File: src/rtl/axi_pkg.sv
`default_nettype none
// ============================================================================
//  Module      : axi_pkg
//  Description : AXI4 encodings, the write-stage FSM state encoding and the
//                stream FIFO entry layout shared by the stream/memory stages.
//  Revision    : 1.0 - initial release
// ============================================================================
package axi_pkg;

    localparam logic [1:0] BURST_INCR      = 2'b01;
    localparam logic [2:0] SIZE_8B         = 3'b011;
    localparam logic [1:0] RESP_OKAY       = 2'b00;
    localparam logic [3:0] AWCACHE_DEFAULT = 4'b0011;

    // Write-stage FSM encoding
    localparam logic [1:0] ST_IDLE = 2'd0;
    localparam logic [1:0] ST_AW   = 2'd1;
    localparam logic [1:0] ST_W    = 2'd2;
    localparam logic [1:0] ST_B    = 2'd3;

    // One buffered stream beat: data, byte enables, end-of-packet flag
    typedef struct packed {
        logic [63:0] tdata;
        logic [7:0]  tkeep;
        logic        tlast;
    } fifo_entry_t;

endpackage : axi_pkg
`default_nettype wire

File: src/rtl/axis_to_axifull_wr_if.sv
`default_nettype none
// ============================================================================
//  Module      : axis_to_axifull_wr_if
//  Description : Stream input plus AXI4 write channels of the stream-to-memory
//                write stage. "master" is the write stage's view, "slave" is
//                the view of the stream source / memory side.
//  Revision    : 1.0 - initial release
// ============================================================================
interface axis_to_axifull_wr_if #(
    parameter int ID_WIDTH   = 1,
    parameter int ADDR_WIDTH = 32,
    parameter int DATA_WIDTH = 64
);
    // AXI-Stream input
    logic                    s_axis_tvalid;
    logic                    s_axis_tready;
    logic                    s_axis_tlast;
    logic                    s_axis_tuser;
    logic [DATA_WIDTH-1:0]   s_axis_tdata;
    logic [DATA_WIDTH/8-1:0] s_axis_tkeep;

    // Write address channel
    logic [ID_WIDTH-1:0]     M_AXI_AWID;
    logic [ADDR_WIDTH-1:0]   M_AXI_AWADDR;
    logic [7:0]              M_AXI_AWLEN;
    logic [2:0]              M_AXI_AWSIZE;
    logic [1:0]              M_AXI_AWBURST;
    logic                    M_AXI_AWLOCK;
    logic [3:0]              M_AXI_AWCACHE;
    logic [3:0]              M_AXI_AWPROT;
    logic [3:0]              M_AXI_AWQOS;
    logic                    M_AXI_AWVALID;
    logic                    M_AXI_AWREADY;

    // Write data channel
    logic [DATA_WIDTH-1:0]   M_AXI_WDATA;
    logic [DATA_WIDTH/8-1:0] M_AXI_WSTRB;
    logic                    M_AXI_WLAST;
    logic                    M_AXI_WVALID;
    logic                    M_AXI_WREADY;

    // Write response channel
    logic [ID_WIDTH-1:0]     M_AXI_BID;
    logic [1:0]              M_AXI_BRESP;
    logic                    M_AXI_BVALID;
    logic                    M_AXI_BREADY;

    modport master (
        input  s_axis_tvalid, s_axis_tdata, s_axis_tkeep, s_axis_tlast, s_axis_tuser,
        output s_axis_tready,
        output M_AXI_AWID, M_AXI_AWADDR, M_AXI_AWLEN, M_AXI_AWSIZE, M_AXI_AWBURST,
        output M_AXI_AWLOCK, M_AXI_AWCACHE, M_AXI_AWPROT, M_AXI_AWQOS, M_AXI_AWVALID,
        input  M_AXI_AWREADY,
        output M_AXI_WDATA, M_AXI_WSTRB, M_AXI_WLAST, M_AXI_WVALID,
        input  M_AXI_WREADY,
        input  M_AXI_BID, M_AXI_BRESP, M_AXI_BVALID,
        output M_AXI_BREADY
    );

    modport slave (
        output s_axis_tvalid, s_axis_tdata, s_axis_tkeep, s_axis_tlast, s_axis_tuser,
        input  s_axis_tready,
        input  M_AXI_AWID, M_AXI_AWADDR, M_AXI_AWLEN, M_AXI_AWSIZE, M_AXI_AWBURST,
        input  M_AXI_AWLOCK, M_AXI_AWCACHE, M_AXI_AWPROT, M_AXI_AWQOS, M_AXI_AWVALID,
        output M_AXI_AWREADY,
        input  M_AXI_WDATA, M_AXI_WSTRB, M_AXI_WLAST, M_AXI_WVALID,
        output M_AXI_WREADY,
        output M_AXI_BID, M_AXI_BRESP, M_AXI_BVALID,
        input  M_AXI_BREADY
    );

endinterface : axis_to_axifull_wr_if
`default_nettype wire

File: src/rtl/sync_fifo_fwft.sv
`default_nettype none
// ============================================================================
//  Module      : sync_fifo_fwft
//  Description : Single-clock first-word-fall-through FIFO with occupancy
//                count. The head entry is visible on o_rd_data whenever
//                o_empty is low. DEPTH must be a power of two.
//  Revision    : 1.0 - initial release
// ============================================================================
module sync_fifo_fwft #(
    parameter int WIDTH = 73,
    parameter int DEPTH = 32
) (
    input  wire logic               clk,
    input  wire logic               rst,
    input  wire logic               i_wr_en,
    input  wire logic [WIDTH-1:0]   i_wr_data,
    output logic                    o_full,
    input  wire logic               i_rd_en,
    output logic [WIDTH-1:0]        o_rd_data,
    output logic                    o_empty,
    output logic [$clog2(DEPTH):0]  o_count
);

    localparam int              PW      = $clog2(DEPTH);
    localparam logic [PW:0]     DEPTH_C = (PW+1)'(DEPTH);

    logic [WIDTH-1:0] mem_q [DEPTH];
    logic [PW-1:0]    wr_ptr_q, wr_ptr_d;
    logic [PW-1:0]    rd_ptr_q, rd_ptr_d;
    logic [PW:0]      count_q,  count_d;
    logic             push, pop;

    assign o_full    = (count_q == DEPTH_C);
    assign o_empty   = (count_q == '0);
    assign o_count   = count_q;
    assign o_rd_data = mem_q[rd_ptr_q];

    // Next pointers and occupancy; push and pop together leave count unchanged
    always_comb begin
        push     = i_wr_en && !o_full;
        pop      = i_rd_en && !o_empty;
        wr_ptr_d = wr_ptr_q;
        rd_ptr_d = rd_ptr_q;
        count_d  = count_q;
        if (push) wr_ptr_d = wr_ptr_q + PW'(1);
        if (pop)  rd_ptr_d = rd_ptr_q + PW'(1);
        case ({push, pop})
            2'b10:   count_d = count_q + (PW+1)'(1);
            2'b01:   count_d = count_q - (PW+1)'(1);
            default: count_d = count_q;
        endcase
    end

    // Pointer/count registers; reset empties the FIFO
    always_ff @(posedge clk or posedge rst) begin
        if (rst) begin
            wr_ptr_q <= '0;
            rd_ptr_q <= '0;
            count_q  <= '0;
        end else begin
            wr_ptr_q <= wr_ptr_d;
            rd_ptr_q <= rd_ptr_d;
            count_q  <= count_d;
        end
    end

    // Storage array; contents are don't-care while the slot is unoccupied
    always_ff @(posedge clk) begin
        if (push) mem_q[wr_ptr_q] <= i_wr_data;
    end

endmodule : sync_fifo_fwft
`default_nettype wire

File: src/rtl/axis_to_axifull_wr.sv
`default_nettype none
// ============================================================================
//  Module      : axis_to_axifull_wr
//  Description : Buffers a 64-bit AXI-Stream and writes it to a circular memory
//                region as single-outstanding AXI4 INCR bursts. Every burst
//                owns a full slot of BURST_LEN*8 bytes so the read stage can
//                fetch whole slots back; tlast only flushes partial bursts.
//  Revision    : 1.0 - initial release
// ============================================================================
module axis_to_axifull_wr
    import axi_pkg::*;
#(
    parameter logic [31:0] C_M_TARGET_SLAVE_BASE_ADDR = 32'h00000000,
    parameter logic [31:0] C_REGION_BYTES             = 32'h00100000,
    parameter int          C_M_AXI_BURST_LEN          = 16,
    parameter int          C_M_AXI_ID_WIDTH           = 1,
    parameter int          C_M_AXI_ADDR_WIDTH         = 32,
    parameter int          C_M_AXI_DATA_WIDTH         = 64
) (
    input  wire logic                        M_AXI_ACLK,
    input  wire logic                        M_AXI_ARESET,
    input  wire logic                        INIT_AXI_TXN,
    axis_to_axifull_wr_if.master             m_axi,
    output logic [C_M_AXI_ADDR_WIDTH-1:0]    wr_ptr,
    output logic                             burst_done,
    output logic                             wr_error
);

    localparam int                   AW         = C_M_AXI_ADDR_WIDTH;
    localparam int                   DEPTH      = 2 * C_M_AXI_BURST_LEN;
    localparam int                   CW         = $clog2(DEPTH) + 1;
    localparam int                   FIFO_W     = C_M_AXI_DATA_WIDTH + C_M_AXI_DATA_WIDTH/8 + 1;
    localparam logic [CW-1:0]        BL_CNT     = CW'(C_M_AXI_BURST_LEN);
    localparam logic [AW-1:0]        SLOT_BYTES = AW'(C_M_AXI_BURST_LEN * 8);
    localparam logic [AW-1:0]        REGION     = AW'(C_REGION_BYTES);
    localparam logic [AW-1:0]        BASE       = AW'(C_M_TARGET_SLAVE_BASE_ADDR);

    logic [1:0]     state_q,     state_d;
    logic [7:0]     awlen_q,     awlen_d;
    logic [AW-1:0]  awaddr_q,    awaddr_d;
    logic [7:0]     beat_q,      beat_d;
    logic [AW-1:0]  wr_ptr_q,    wr_ptr_d;
    logic           done_q,      done_d;
    logic           err_q,       err_d;
    logic [CW-1:0]  tlast_cnt_q, tlast_cnt_d;
    logic           rdy_en_q;

    fifo_entry_t    fifo_in, fifo_head;
    logic           fifo_push, fifo_pop, fifo_full, fifo_empty;
    logic [CW-1:0]  fifo_count;
    logic           w_valid, w_last, s_ready;
    logic [CW-1:0]  burst_len;
    logic [AW-1:0]  next_ptr;

    // tuser and BID carry nothing this stage needs
    logic           unused_ok;
    assign unused_ok = &{1'b0, m_axi.s_axis_tuser, m_axi.M_AXI_BID};

    assign fifo_in = '{tdata: m_axi.s_axis_tdata, tkeep: m_axi.s_axis_tkeep,
                       tlast: m_axi.s_axis_tlast};

    sync_fifo_fwft #(
        .WIDTH (FIFO_W),
        .DEPTH (DEPTH)
    ) u_fifo (
        .clk       (M_AXI_ACLK),
        .rst       (M_AXI_ARESET),
        .i_wr_en   (fifo_push),
        .i_wr_data (fifo_in),
        .o_full    (fifo_full),
        .i_rd_en   (fifo_pop),
        .o_rd_data (fifo_head),
        .o_empty   (fifo_empty),
        .o_count   (fifo_count)
    );

    // Stream acceptance and W-channel beat qualification
    always_comb begin
        s_ready   = rdy_en_q && !fifo_full;
        fifo_push = m_axi.s_axis_tvalid && s_ready;
        w_valid   = (state_q == ST_W) && !fifo_empty;
        w_last    = (state_q == ST_W) && (beat_q == awlen_q);
        fifo_pop  = w_valid && m_axi.M_AXI_WREADY;
    end

    // Count of packet ends currently buffered; a nonzero count forces a flush
    always_comb begin
        tlast_cnt_d = tlast_cnt_q;
        if ((fifo_push && fifo_in.tlast) && !(fifo_pop && fifo_head.tlast))
            tlast_cnt_d = tlast_cnt_q + CW'(1);
        else if (!(fifo_push && fifo_in.tlast) && (fifo_pop && fifo_head.tlast))
            tlast_cnt_d = tlast_cnt_q - CW'(1);
    end

    // Burst FSM: IDLE -> AW -> W -> B, one burst outstanding
    always_comb begin
        state_d   = state_q;
        awlen_d   = awlen_q;
        awaddr_d  = awaddr_q;
        beat_d    = beat_q;
        wr_ptr_d  = wr_ptr_q;
        done_d    = 1'b0;
        err_d     = err_q;
        burst_len = (fifo_count >= BL_CNT) ? BL_CNT : fifo_count;
        next_ptr  = wr_ptr_q + SLOT_BYTES;
        case (state_q)
            ST_IDLE: begin
                if (INIT_AXI_TXN && ((fifo_count >= BL_CNT) || (tlast_cnt_q != '0))) begin
                    awlen_d  = 8'(burst_len - CW'(1));
                    awaddr_d = BASE + wr_ptr_q;
                    beat_d   = 8'd0;
                    state_d  = ST_AW;
                end
            end
            ST_AW: begin
                if (m_axi.M_AXI_AWREADY) state_d = ST_W;
            end
            ST_W: begin
                if (fifo_pop) begin
                    beat_d = beat_q + 8'd1;
                    if (w_last) state_d = ST_B;
                end
            end
            ST_B: begin
                if (m_axi.M_AXI_BVALID) begin
                    done_d   = 1'b1;
                    if (m_axi.M_AXI_BRESP != RESP_OKAY) err_d = 1'b1;
                    // A partial burst still consumes the whole slot
                    wr_ptr_d = (next_ptr == REGION) ? '0 : next_ptr;
                    state_d  = ST_IDLE;
                end
            end
            default: state_d = ST_IDLE;
        endcase
    end

    // State registers; tready is held off until the first cycle after reset
    always_ff @(posedge M_AXI_ACLK or posedge M_AXI_ARESET) begin
        if (M_AXI_ARESET) begin
            state_q     <= ST_IDLE;
            awlen_q     <= 8'd0;
            awaddr_q    <= '0;
            beat_q      <= 8'd0;
            wr_ptr_q    <= '0;
            done_q      <= 1'b0;
            err_q       <= 1'b0;
            tlast_cnt_q <= '0;
            rdy_en_q    <= 1'b0;
        end else begin
            state_q     <= state_d;
            awlen_q     <= awlen_d;
            awaddr_q    <= awaddr_d;
            beat_q      <= beat_d;
            wr_ptr_q    <= wr_ptr_d;
            done_q      <= done_d;
            err_q       <= err_d;
            tlast_cnt_q <= tlast_cnt_d;
            rdy_en_q    <= 1'b1;
        end
    end

    assign m_axi.s_axis_tready  = s_ready;
    assign m_axi.M_AXI_AWID     = C_M_AXI_ID_WIDTH'(0);
    assign m_axi.M_AXI_AWADDR   = awaddr_q;
    assign m_axi.M_AXI_AWLEN    = awlen_q;
    assign m_axi.M_AXI_AWSIZE   = SIZE_8B;
    assign m_axi.M_AXI_AWBURST  = BURST_INCR;
    assign m_axi.M_AXI_AWLOCK   = 1'b0;
    assign m_axi.M_AXI_AWCACHE  = AWCACHE_DEFAULT;
    assign m_axi.M_AXI_AWPROT   = 4'd0;
    assign m_axi.M_AXI_AWQOS    = 4'd0;
    assign m_axi.M_AXI_AWVALID  = (state_q == ST_AW);
    assign m_axi.M_AXI_WDATA    = fifo_head.tdata;
    assign m_axi.M_AXI_WSTRB    = fifo_head.tkeep;
    assign m_axi.M_AXI_WLAST    = w_last;
    assign m_axi.M_AXI_WVALID   = w_valid;
    assign m_axi.M_AXI_BREADY   = (state_q == ST_B);
    assign wr_ptr               = wr_ptr_q;
    assign burst_done           = done_q;
    assign wr_error             = err_q;

endmodule : axis_to_axifull_wr
`default_nettype wire

File: src/flat_wrapper.sv
// flat-port wrapper written by rule: the top's interface ports become plain ports
module axis_to_axifull_wr_flat import axi_pkg::*;
#(
    parameter logic [31:0] C_M_TARGET_SLAVE_BASE_ADDR = 32'h00000000,
    parameter logic [31:0] C_REGION_BYTES             = 32'h00100000,
    parameter int          C_M_AXI_BURST_LEN          = 16,
    parameter int          C_M_AXI_ID_WIDTH           = 1,
    parameter int          C_M_AXI_ADDR_WIDTH         = 32,
    parameter int          C_M_AXI_DATA_WIDTH         = 64
)
  (M_AXI_ACLK, M_AXI_ARESET, INIT_AXI_TXN, wr_ptr, burst_done, wr_error, m_axi_s_axis_tvalid, m_axi_s_axis_tdata, m_axi_s_axis_tkeep, m_axi_s_axis_tlast, m_axi_s_axis_tuser, m_axi_s_axis_tready, m_axi_M_AXI_AWID, m_axi_M_AXI_AWADDR, m_axi_M_AXI_AWLEN, m_axi_M_AXI_AWSIZE, m_axi_M_AXI_AWBURST, m_axi_M_AXI_AWLOCK, m_axi_M_AXI_AWCACHE, m_axi_M_AXI_AWPROT, m_axi_M_AXI_AWQOS, m_axi_M_AXI_AWVALID, m_axi_M_AXI_AWREADY, m_axi_M_AXI_WDATA, m_axi_M_AXI_WSTRB, m_axi_M_AXI_WLAST, m_axi_M_AXI_WVALID, m_axi_M_AXI_WREADY, m_axi_M_AXI_BID, m_axi_M_AXI_BRESP, m_axi_M_AXI_BVALID, m_axi_M_AXI_BREADY);
  axis_to_axifull_wr_if #(.ID_WIDTH(1), .ADDR_WIDTH(32), .DATA_WIDTH(64)) m_axi_i ();
  input  wire logic M_AXI_ACLK;
  input  wire logic M_AXI_ARESET;
  input  wire logic INIT_AXI_TXN;
  output logic [C_M_AXI_ADDR_WIDTH-1:0] wr_ptr;
  output logic burst_done;
  output logic wr_error;
  input wire logic [$bits(m_axi_i.s_axis_tvalid)-1:0] m_axi_s_axis_tvalid;
  input wire logic [$bits(m_axi_i.s_axis_tdata)-1:0] m_axi_s_axis_tdata;
  input wire logic [$bits(m_axi_i.s_axis_tkeep)-1:0] m_axi_s_axis_tkeep;
  input wire logic [$bits(m_axi_i.s_axis_tlast)-1:0] m_axi_s_axis_tlast;
  input wire logic [$bits(m_axi_i.s_axis_tuser)-1:0] m_axi_s_axis_tuser;
  output wire logic [$bits(m_axi_i.s_axis_tready)-1:0] m_axi_s_axis_tready;
  output wire logic [$bits(m_axi_i.M_AXI_AWID)-1:0] m_axi_M_AXI_AWID;
  output wire logic [$bits(m_axi_i.M_AXI_AWADDR)-1:0] m_axi_M_AXI_AWADDR;
  output wire logic [$bits(m_axi_i.M_AXI_AWLEN)-1:0] m_axi_M_AXI_AWLEN;
  output wire logic [$bits(m_axi_i.M_AXI_AWSIZE)-1:0] m_axi_M_AXI_AWSIZE;
  output wire logic [$bits(m_axi_i.M_AXI_AWBURST)-1:0] m_axi_M_AXI_AWBURST;
  output wire logic [$bits(m_axi_i.M_AXI_AWLOCK)-1:0] m_axi_M_AXI_AWLOCK;
  output wire logic [$bits(m_axi_i.M_AXI_AWCACHE)-1:0] m_axi_M_AXI_AWCACHE;
  output wire logic [$bits(m_axi_i.M_AXI_AWPROT)-1:0] m_axi_M_AXI_AWPROT;
  output wire logic [$bits(m_axi_i.M_AXI_AWQOS)-1:0] m_axi_M_AXI_AWQOS;
  output wire logic [$bits(m_axi_i.M_AXI_AWVALID)-1:0] m_axi_M_AXI_AWVALID;
  input wire logic [$bits(m_axi_i.M_AXI_AWREADY)-1:0] m_axi_M_AXI_AWREADY;
  output wire logic [$bits(m_axi_i.M_AXI_WDATA)-1:0] m_axi_M_AXI_WDATA;
  output wire logic [$bits(m_axi_i.M_AXI_WSTRB)-1:0] m_axi_M_AXI_WSTRB;
  output wire logic [$bits(m_axi_i.M_AXI_WLAST)-1:0] m_axi_M_AXI_WLAST;
  output wire logic [$bits(m_axi_i.M_AXI_WVALID)-1:0] m_axi_M_AXI_WVALID;
  input wire logic [$bits(m_axi_i.M_AXI_WREADY)-1:0] m_axi_M_AXI_WREADY;
  input wire logic [$bits(m_axi_i.M_AXI_BID)-1:0] m_axi_M_AXI_BID;
  input wire logic [$bits(m_axi_i.M_AXI_BRESP)-1:0] m_axi_M_AXI_BRESP;
  input wire logic [$bits(m_axi_i.M_AXI_BVALID)-1:0] m_axi_M_AXI_BVALID;
  output wire logic [$bits(m_axi_i.M_AXI_BREADY)-1:0] m_axi_M_AXI_BREADY;
  assign m_axi_i.s_axis_tvalid = m_axi_s_axis_tvalid;
  assign m_axi_i.s_axis_tdata = m_axi_s_axis_tdata;
  assign m_axi_i.s_axis_tkeep = m_axi_s_axis_tkeep;
  assign m_axi_i.s_axis_tlast = m_axi_s_axis_tlast;
  assign m_axi_i.s_axis_tuser = m_axi_s_axis_tuser;
  assign m_axi_s_axis_tready = m_axi_i.s_axis_tready;
  assign m_axi_M_AXI_AWID = m_axi_i.M_AXI_AWID;
  assign m_axi_M_AXI_AWADDR = m_axi_i.M_AXI_AWADDR;
  assign m_axi_M_AXI_AWLEN = m_axi_i.M_AXI_AWLEN;
  assign m_axi_M_AXI_AWSIZE = m_axi_i.M_AXI_AWSIZE;
  assign m_axi_M_AXI_AWBURST = m_axi_i.M_AXI_AWBURST;
  assign m_axi_M_AXI_AWLOCK = m_axi_i.M_AXI_AWLOCK;
  assign m_axi_M_AXI_AWCACHE = m_axi_i.M_AXI_AWCACHE;
  assign m_axi_M_AXI_AWPROT = m_axi_i.M_AXI_AWPROT;
  assign m_axi_M_AXI_AWQOS = m_axi_i.M_AXI_AWQOS;
  assign m_axi_M_AXI_AWVALID = m_axi_i.M_AXI_AWVALID;
  assign m_axi_i.M_AXI_AWREADY = m_axi_M_AXI_AWREADY;
  assign m_axi_M_AXI_WDATA = m_axi_i.M_AXI_WDATA;
  assign m_axi_M_AXI_WSTRB = m_axi_i.M_AXI_WSTRB;
  assign m_axi_M_AXI_WLAST = m_axi_i.M_AXI_WLAST;
  assign m_axi_M_AXI_WVALID = m_axi_i.M_AXI_WVALID;
  assign m_axi_i.M_AXI_WREADY = m_axi_M_AXI_WREADY;
  assign m_axi_i.M_AXI_BID = m_axi_M_AXI_BID;
  assign m_axi_i.M_AXI_BRESP = m_axi_M_AXI_BRESP;
  assign m_axi_i.M_AXI_BVALID = m_axi_M_AXI_BVALID;
  assign m_axi_M_AXI_BREADY = m_axi_i.M_AXI_BREADY;
  axis_to_axifull_wr #(.C_M_TARGET_SLAVE_BASE_ADDR(C_M_TARGET_SLAVE_BASE_ADDR), .C_REGION_BYTES(C_REGION_BYTES), .C_M_AXI_BURST_LEN(C_M_AXI_BURST_LEN), .C_M_AXI_ID_WIDTH(C_M_AXI_ID_WIDTH), .C_M_AXI_ADDR_WIDTH(C_M_AXI_ADDR_WIDTH), .C_M_AXI_DATA_WIDTH(C_M_AXI_DATA_WIDTH)) u_core (.M_AXI_ACLK(M_AXI_ACLK), .M_AXI_ARESET(M_AXI_ARESET), .INIT_AXI_TXN(INIT_AXI_TXN), .m_axi(m_axi_i), .wr_ptr(wr_ptr), .burst_done(burst_done), .wr_error(wr_error));
endmodule
File: config.mk
export PLATFORM = sky130hd
export DESIGN_NAME = axis_to_axifull_wr_flat
export DESIGN_NICKNAME = d
export VERILOG_FILES = /design/src/rtl/axi_pkg.sv /design/src/rtl/axis_to_axifull_wr_if.sv /design/src/rtl/sync_fifo_fwft.sv /design/src/rtl/axis_to_axifull_wr.sv /design/src/flat_wrapper.sv
export SDC_FILE = /design/constraint.sdc
export NUM_CORES = 2
export LEC_CHECK = 0
export ABC_AREA = 0
export BUFFER_PORTS_ARGS = -buffer_cell sky130_fd_sc_hd__buf_2
export CORE_MARGIN = 5
export CORE_UTILIZATION = 35
export CTS_CLUSTER_SIZE = 14
export DETAILED_ROUTE_END_ITERATION = 8
export MAX_ROUTING_LAYER = met4
export PLACE_DENSITY = 0.5
export SLEW_MARGIN = 20
export SYNTH_ARGS = -nofsm -noshare
export SYNTH_HDL_FRONTEND = slang
export SYNTH_SLANG_ARGS = --single-unit
File: constraint.sdc
create_clock -name M_AXI_ACLK -period 4.85 [get_ports M_AXI_ACLK]
set_input_delay 0.97 -clock M_AXI_ACLK [delete_from_list [all_inputs] [get_ports M_AXI_ACLK]]
set_output_delay 0.97 -clock M_AXI_ACLK [all_outputs]
set_load 0.03 [all_outputs]
# ---- Word-level counts from Yosys, hierarchy flattened
# Memories as Yosys holds them, arrays and structs flattened.
# Cells that the tools add are included.
dict set report op_classes {
  add_sub_neg 9
  order_cmp 1
  eq_ne 13
  muxes 18
  n_reduce_logical 29
}
# operator count
set op_table {}
lappend op_table {{32-bit by 8-bit adder with 32-bit output, second input constant} 1}
lappend op_table {{32-bit by 21-bit == test with 1-bit output, second input constant} 1}
lappend op_table {{32-bit two-way mux} 1}
lappend op_table {{6-bit two-way mux} 3}
lappend op_table {{8-bit two-way mux} 2}
lappend op_table {{8-bit case mux with 2 select lines} 1}
lappend op_table {{6-bit by 1-bit adder with 6-bit output, second input constant} 2}
lappend op_table {{1-bit logical AND} 12}
lappend op_table {{6-bit case mux with 2 select lines} 1}
lappend op_table {{6-bit by 1-bit subtractor with 6-bit output, second input constant} 2}
lappend op_table {{5-bit by 1-bit adder with 5-bit output, second input constant} 2}
lappend op_table {{2-bit two-way mux} 5}
lappend op_table {{8-bit by 1-bit adder with 8-bit output, second input constant} 1}
lappend op_table {{8-bit == test} 1}
lappend op_table {{2-bit case mux with 4 select lines} 1}
lappend op_table {{2-bit nonzero test} 4}
lappend op_table {{6-bit by 1-bit subtractor with 7-bit output, second input constant} 1}
lappend op_table {{2-bit == test, second input constant} 3}
lappend op_table {{6-bit == test, second input constant} 1}
lappend op_table {{6-bit by 5-bit >= comparator with 1-bit output, second input constant} 1}
lappend op_table {{6-bit logical NOT} 1}
lappend op_table {{2-bit by 1-bit inequality test with 1-bit output, second input constant} 3}
lappend op_table {{3-bit AND reduction} 2}
lappend op_table {{6-bit nonzero test} 1}
lappend op_table {{8 further kinds} 17}
dict set report totals {
  reg_bits 107
  ramBits 2336
  input_bits 84
  out_inout_bits 170
  word_cells 83
  mem_count 1
}
# name words word_bits read_ports rd_ports_with_merged_regs write_ports line
set memory_table {}
lappend memory_table {u_core.u_fifo.mem_q 32 73 1 0 1 sync_fifo_fwft.sv:27} ;# logic [WIDTH-1:0] mem_q [DEPTH];

# ---- Logic depth before layout (Yosys ltp)
dict set report logic_depth {
  word_depth 9
  depth_mapped 16
}

# ---- By module
# From an unflattened synthesis, not the netlist that was laid out.
dict set report unflattened {
  hier_cells 4367
  area_unflattened_um2 93681.1
}
# module instances cells_each area_each_um2 seq_area_each_um2
set by_module_without_submodules {}
lappend by_module_without_submodules {sync_fifo_fwft 1 3942 89180.5 70547.7}
lappend by_module_without_submodules {axis_to_axifull_wr 1 425 4500.6 1901.8}

# ---- Worst setup path after synthesis
# OpenSTA, ideal clock, no wires.
dict set report synth_path {
  path_type {register -> register}
  start {register u_core.u_fifo.count_q[0], in the netlist u_core.u_fifo.o_count[0]}
  end {memory u_core.u_fifo.mem_q[31][0], enable pin}
  setup_ps 505
  arrival_ps 4665
  setup_slack_ps -320
  path_stages_with_launch 8
  n_path_buf 2
  path_cell_list {dfrtp_1 or4_1 o31a_1 and2_1 clkbuf_1 nand2_1 buf_2 nor2_1}
}
dict set report synth_via {
  elab_chain_len 7
}
# item line
set synth_lines {}
lappend synth_lines {{start, declared} sync_fifo_fwft.sv:30} ;# logic [PW:0] count_q, count_d;
lappend synth_lines {{start signal, assigned} sync_fifo_fwft.sv:63} ;# count_q <= count_d;
lappend synth_lines {{6-bit == test} sync_fifo_fwft.sv:33} ;# assign o_full = (count_q == DEPTH_C);
lappend synth_lines {{1-bit logical NOT} axis_to_axifull_wr.sv:79} ;# s_ready = rdy_en_q && !fifo_full;
lappend synth_lines {{1-bit logical AND} axis_to_axifull_wr.sv:79}
lappend synth_lines {{via m_axi_s_axis_tready} flat_wrapper.sv:24} ;# output wire logic [$bits(m_axi_i.s_axis_tready)-1:0] m_axi_s_axis_tready;
lappend synth_lines {{1-bit logical AND} axis_to_axifull_wr.sv:80} ;# fifo_push = m_axi.s_axis_tvalid && s_ready;
lappend synth_lines {{1-bit logical AND} sync_fifo_fwft.sv:40} ;# push = i_wr_en && !o_full;
lappend synth_lines {{1-bit two-way mux} sync_fifo_fwft.sv:69} ;# if (push) mem_q[wr_ptr_q] <= i_wr_data;
lappend synth_lines {{1-bit two-way mux (not written as such)} sync_fifo_fwft.sv:69}
lappend synth_lines {{end, declared} sync_fifo_fwft.sv:27}
# The timed path passes the listed nets, and every way through them passes these cells.

# ---- Worst setup path in the final report
dict set report layout_path {
  start {register u_core.u_fifo.rd_ptr_q[0]}
  end {output m_axi_M_AXI_WDATA[33]}
}
dict set report layout_via {
  elab_chain_len 1
}
# item line
set layout_lines {}
lappend layout_lines {{start, declared} sync_fifo_fwft.sv:29} ;# logic [PW-1:0] rd_ptr_q, rd_ptr_d;
lappend layout_lines {{start signal, assigned} sync_fifo_fwft.sv:62} ;# rd_ptr_q <= rd_ptr_d;
lappend layout_lines {{memory read 32 x 73 bit} -}
lappend layout_lines {{end, declared} flat_wrapper.sv:36} ;# output wire logic [$bits(m_axi_i.M_AXI_WDATA)-1:0] m_axi_M_AXI_WDATA;
# Every way passes these cells.

==> reports/metrics.cfg <==
[yosys]
ys_async_sr_fraction = 0.0379
synth.largest_area_cell = edfxtp_1
syn_area_per_cell_sq_um = 24.2
yosys_register_bits = 2428
synth_edf_count = 2336
synth_ff_type = edfxtp_1
synth.top_cell.area_share = 0.751
netlist_area_sq_mm = 0.0934
yosysWarnings = 0
synth_area_leaders = edfxtp_1, mux4_2, dfrtp_1, mux2_2, clkbuf_1
synth_seq_area_share = 0.776
post-synth-top-count-cell = edfxtp_1
syn_inst = 3853
ys_types = 48
synth_common_cells = edfxtp_1, mux4_2, clkbuf_1

[setup_path]
crit_family = multiplexers
critPathCaptureType = output pin
timing.rr.end = u_core.tlast_cnt_q[5]
required_ns = 3.88
path_max_fanout = 64
crit_cells = 6
cp.arrival_ns = 3.75
crit_type = reg -> out
crit_path_start_kind = flop
crit_start = u_core.u_fifo.rd_ptr_q[0]
r2r_cells = 16
crit_path_cell_trace = buf_12, buf_16, mux4_2, mux4_2, mux2_2, buf_2
crit_top_cell = mux4_2
cpPeakStageDelay_ns = 0.58
cp_num_buf_inv = 3
slowest_stage = mux4_2
r2r_slack_ns = 0.78
rr_startpoint = u_core.u_fifo.rd_ptr_q[0]
critPathCapture = m_axi_M_AXI_WDATA[33]

[flow_run]
cap_viol_max_count = 0

[floorplanning]
rows = 189
die_area_sq_mm = 0.277
start_util = 0.352
die_y_um = 526
core_area_sq_mm = 0.265
pin_count = 254
dieWidth_um = 526

[clocking]
cts_sinks = 2428
cts-hold-fix-buffers = 0
clkTransAtPathRegs_ns = 0.06
htreeDepth = 5
cts-root-buf = clkbuf_16
clock_path_buffers = 4
cts_tree = yes
clk_latency_ns = 0.91
cts_buffers = 284

[grt]
grt_max_degree = 93
antenna_found_initial = 36
grtUsageTotal = 0.176
first_global_vias = 44100
gr-total-overflow = 0
grt_pass1_wl_um = 339000

[cells_and_area]
area_growth_pct = 16.1
finalInstanceArea_sq_mm = 0.108
drive_gt1_frac = 0.348
layout.nets = 4385

[power_and_ir_drop]
p_leak_nw = 34.1
p_switching_mw = 17.8
ir_drop_v = 0.000420
power.share.clock = 0.318
p_int_mw = 43.2
pwr-share-comb = 0.286
power.share.sequential = 0.396
p_sw_frac = 0.292
power_density_mw_per_mm2 = 563

[drt]
wl_per_cell_um = 30.0
antenna_left = 0
drc = 0
drtIter0Drc = 3919
finalWirelength_um = 240000
num_vias = 42400
dr.pass1.iters = 5
via_per_inst = 5.29

[sta]
tightest_slew_ns = 0.879
timing.final.crit_share = 0.972
tns_ns = 0
period_needed_ns = 4.72
setup_viol = 0
finalHoldViolCount = 0
max_slew_margin = 0.414
grt_setup_unrepaired = true
maxSlewViolCount = 0
fmaxAchievable_mhz = 212
finalClockSkew_ns = 0.0494

[placed_design]
port_buffers = 218
dp_hpwl_um = 114000
placed_area_sq_mm = 0.0998
place_congestion = 0.719

[hold_path]
min_path_type = in -> async

[status]
status = finished, final reports clean

[power by group through the flow]
stage	Sequential, mW	Combinational, mW	Clock (mW)
detailed placement	24.6	17.6	0
global placement	24.6	17.6	0
finish	24.2	17.5	19.4
CTS	24.2	17.9	19.9
global route	24.2	18.7	20.9
floorplan	24.5	12.3	0
[metal layers]
layer / part of all wire / vias up / track usage
met3: 0.059 / 336 / 0.0343
met2: 0.49 / 1260 / 0.279
met4: 0.018 / 0 / 0.0386
met5: 0 / - / -
li1: - / 17300 / -
met1: 0.44 / 23400 / 0.239
[layout by cell type, fill, tap and decap left out, types with 6 or more instances in the layout]
cell type  synthesis  final
nand2_1           50     50
nor2_1            65     33
and3_1             7      7
buf_16             0     11
xor2_1            27     27
nor2_4             0     32
clkinv_2           0     31
inv_6              0      8
edfxtp_1        2336   2336
inv_1             20     19
bufinv_16          0     10
nor4_1             7      7
o21ai_0           22     22
xnor2_1           37     37
clkinv_1           1     62
buf_2             67    218
clkbuf_16          0    291
buf_4             34     45
ha_1              22     22
mux4_2           730    730
diode_2            0     13
clkbuf_1         119     72
mux2_2           102    100
a21oi_1            7      7
nand3_1           16     16
nand4_1           16     16
a21o_1             6      6
conb_1             2     34
nor3_1            11     11
buf_12             0     55
dfrtp_1           92     87
[cells by family after synthesis]
logic type | count (synthesis) | share of synthesized area
muxes | 832 | 0.188
DFF | 2428 | 0.776
adders and majority gates | 24 | 0.00338
other | 2 | 0.0000804
buffers and inverters | 253 | 0.0126
AOI/OAI and AO/OA | 55 | 0.00375
xor gates and xnor gates | 64 | 0.00600
and+or+nand+nor | 195 | 0.00985
[worst reg2reg max path: stages (launching register included)]
cell and delay, ns:
dfrtp_4 0.55, buf_12 0.18, buf_4 0.18, mux4_2 0.51, mux4_2 0.49, mux2_2 0.35, nand2_1 0.09, ha_1 0.22
inv_1 0.13, ha_1 0.28, a21o_1 0.17, a21oi_1 0.21, o21bai_1 0.09, a21oi_1 0.18, xnor2_1 0.13, nor2_1 0.06
xor2_1 0.15
[what timing repair did]
| action | CTS | global route |
|---|---|---|
| hold endpoints to repair | 0 | 0 |
| setup endpoints to repair | 69 | 32 |
| resized for setup | 10 | 8 |
| gates cloned | 1 | 2 |
| pin swaps | 0 | 0 |
| setup buffers | 5 | 0 |
[metrics by stage]
step	hold WS, ns	total power [mW]	std cells	util	worst slack (ns)
6_report	0.170	61.0	8010	0.408	0.134
5_1_grt	0.184	63.8	8008	0.408	-0.0237
4_1_cts	0.128	62.0	7995	0.408	-0.00610
3_5_place_dp	0.463	42.3	7516	0.376	0.706
3_3_place_gp	0.462	42.2	7516	0.376	0.688
2_1_floorplan	0.442	36.8	3885	-	-0.320
[flip-flops by register name, summed over array words and instances (netlist names)]
| register | count |
|---|---|
| u_core.u_fifo.wr_ptr_q | 5 |
| u_core.rdy_en_q | 1 |
| u_core.burst_done | 1 |
| u_core.u_fifo.o_count | 6 |
| u_core.u_fifo.mem_q | 2336 |
| u_core.state_q | 2 |
| u_core.m_axi.M_AXI_AWADDR | 25 |
| u_core.tlast_cnt_q | 6 |
| u_core.wr_error | 1 |
| u_core.wr_ptr | 25 |
| u_core.beat_q | 8 |
| u_core.m_axi.M_AXI_AWLEN | 7 |
| u_core.u_fifo.rd_ptr_q | 5 |
[worst min path at each step]
stage | startpoint | end | cells past startpoint | slack [ns]
detailed placement | u_core.wr_error | u_core.wr_error | 1 | 0.46
CTS | M_AXI_ARESET | u_core.wr_ptr[17] | 3 | 0.13
floorplan | u_core.tlast_cnt_q[5] | u_core.tlast_cnt_q[5] | 1 | 0.44
finish | M_AXI_ARESET | u_core.wr_ptr[17] | 3 | 0.17
global route | M_AXI_ARESET | u_core.burst_done | 3 | 0.18
global placement | u_core.wr_error | u_core.wr_error | 1 | 0.46
[final cells by class]
cell class / count / area (sq um)
timing repair buffer: 338 / 2990
fill: 23200 / 157000
multi-input combinational: 1204 / 20100
tap: 3533 / 4420
antenna: 13 / 32.5
inverter: 21 / 80.1
clock inverter: 111 / 766
sequential: 2428 / 72500
clock buffer: 362 / 7520
(Power assumes the default switching activity.)
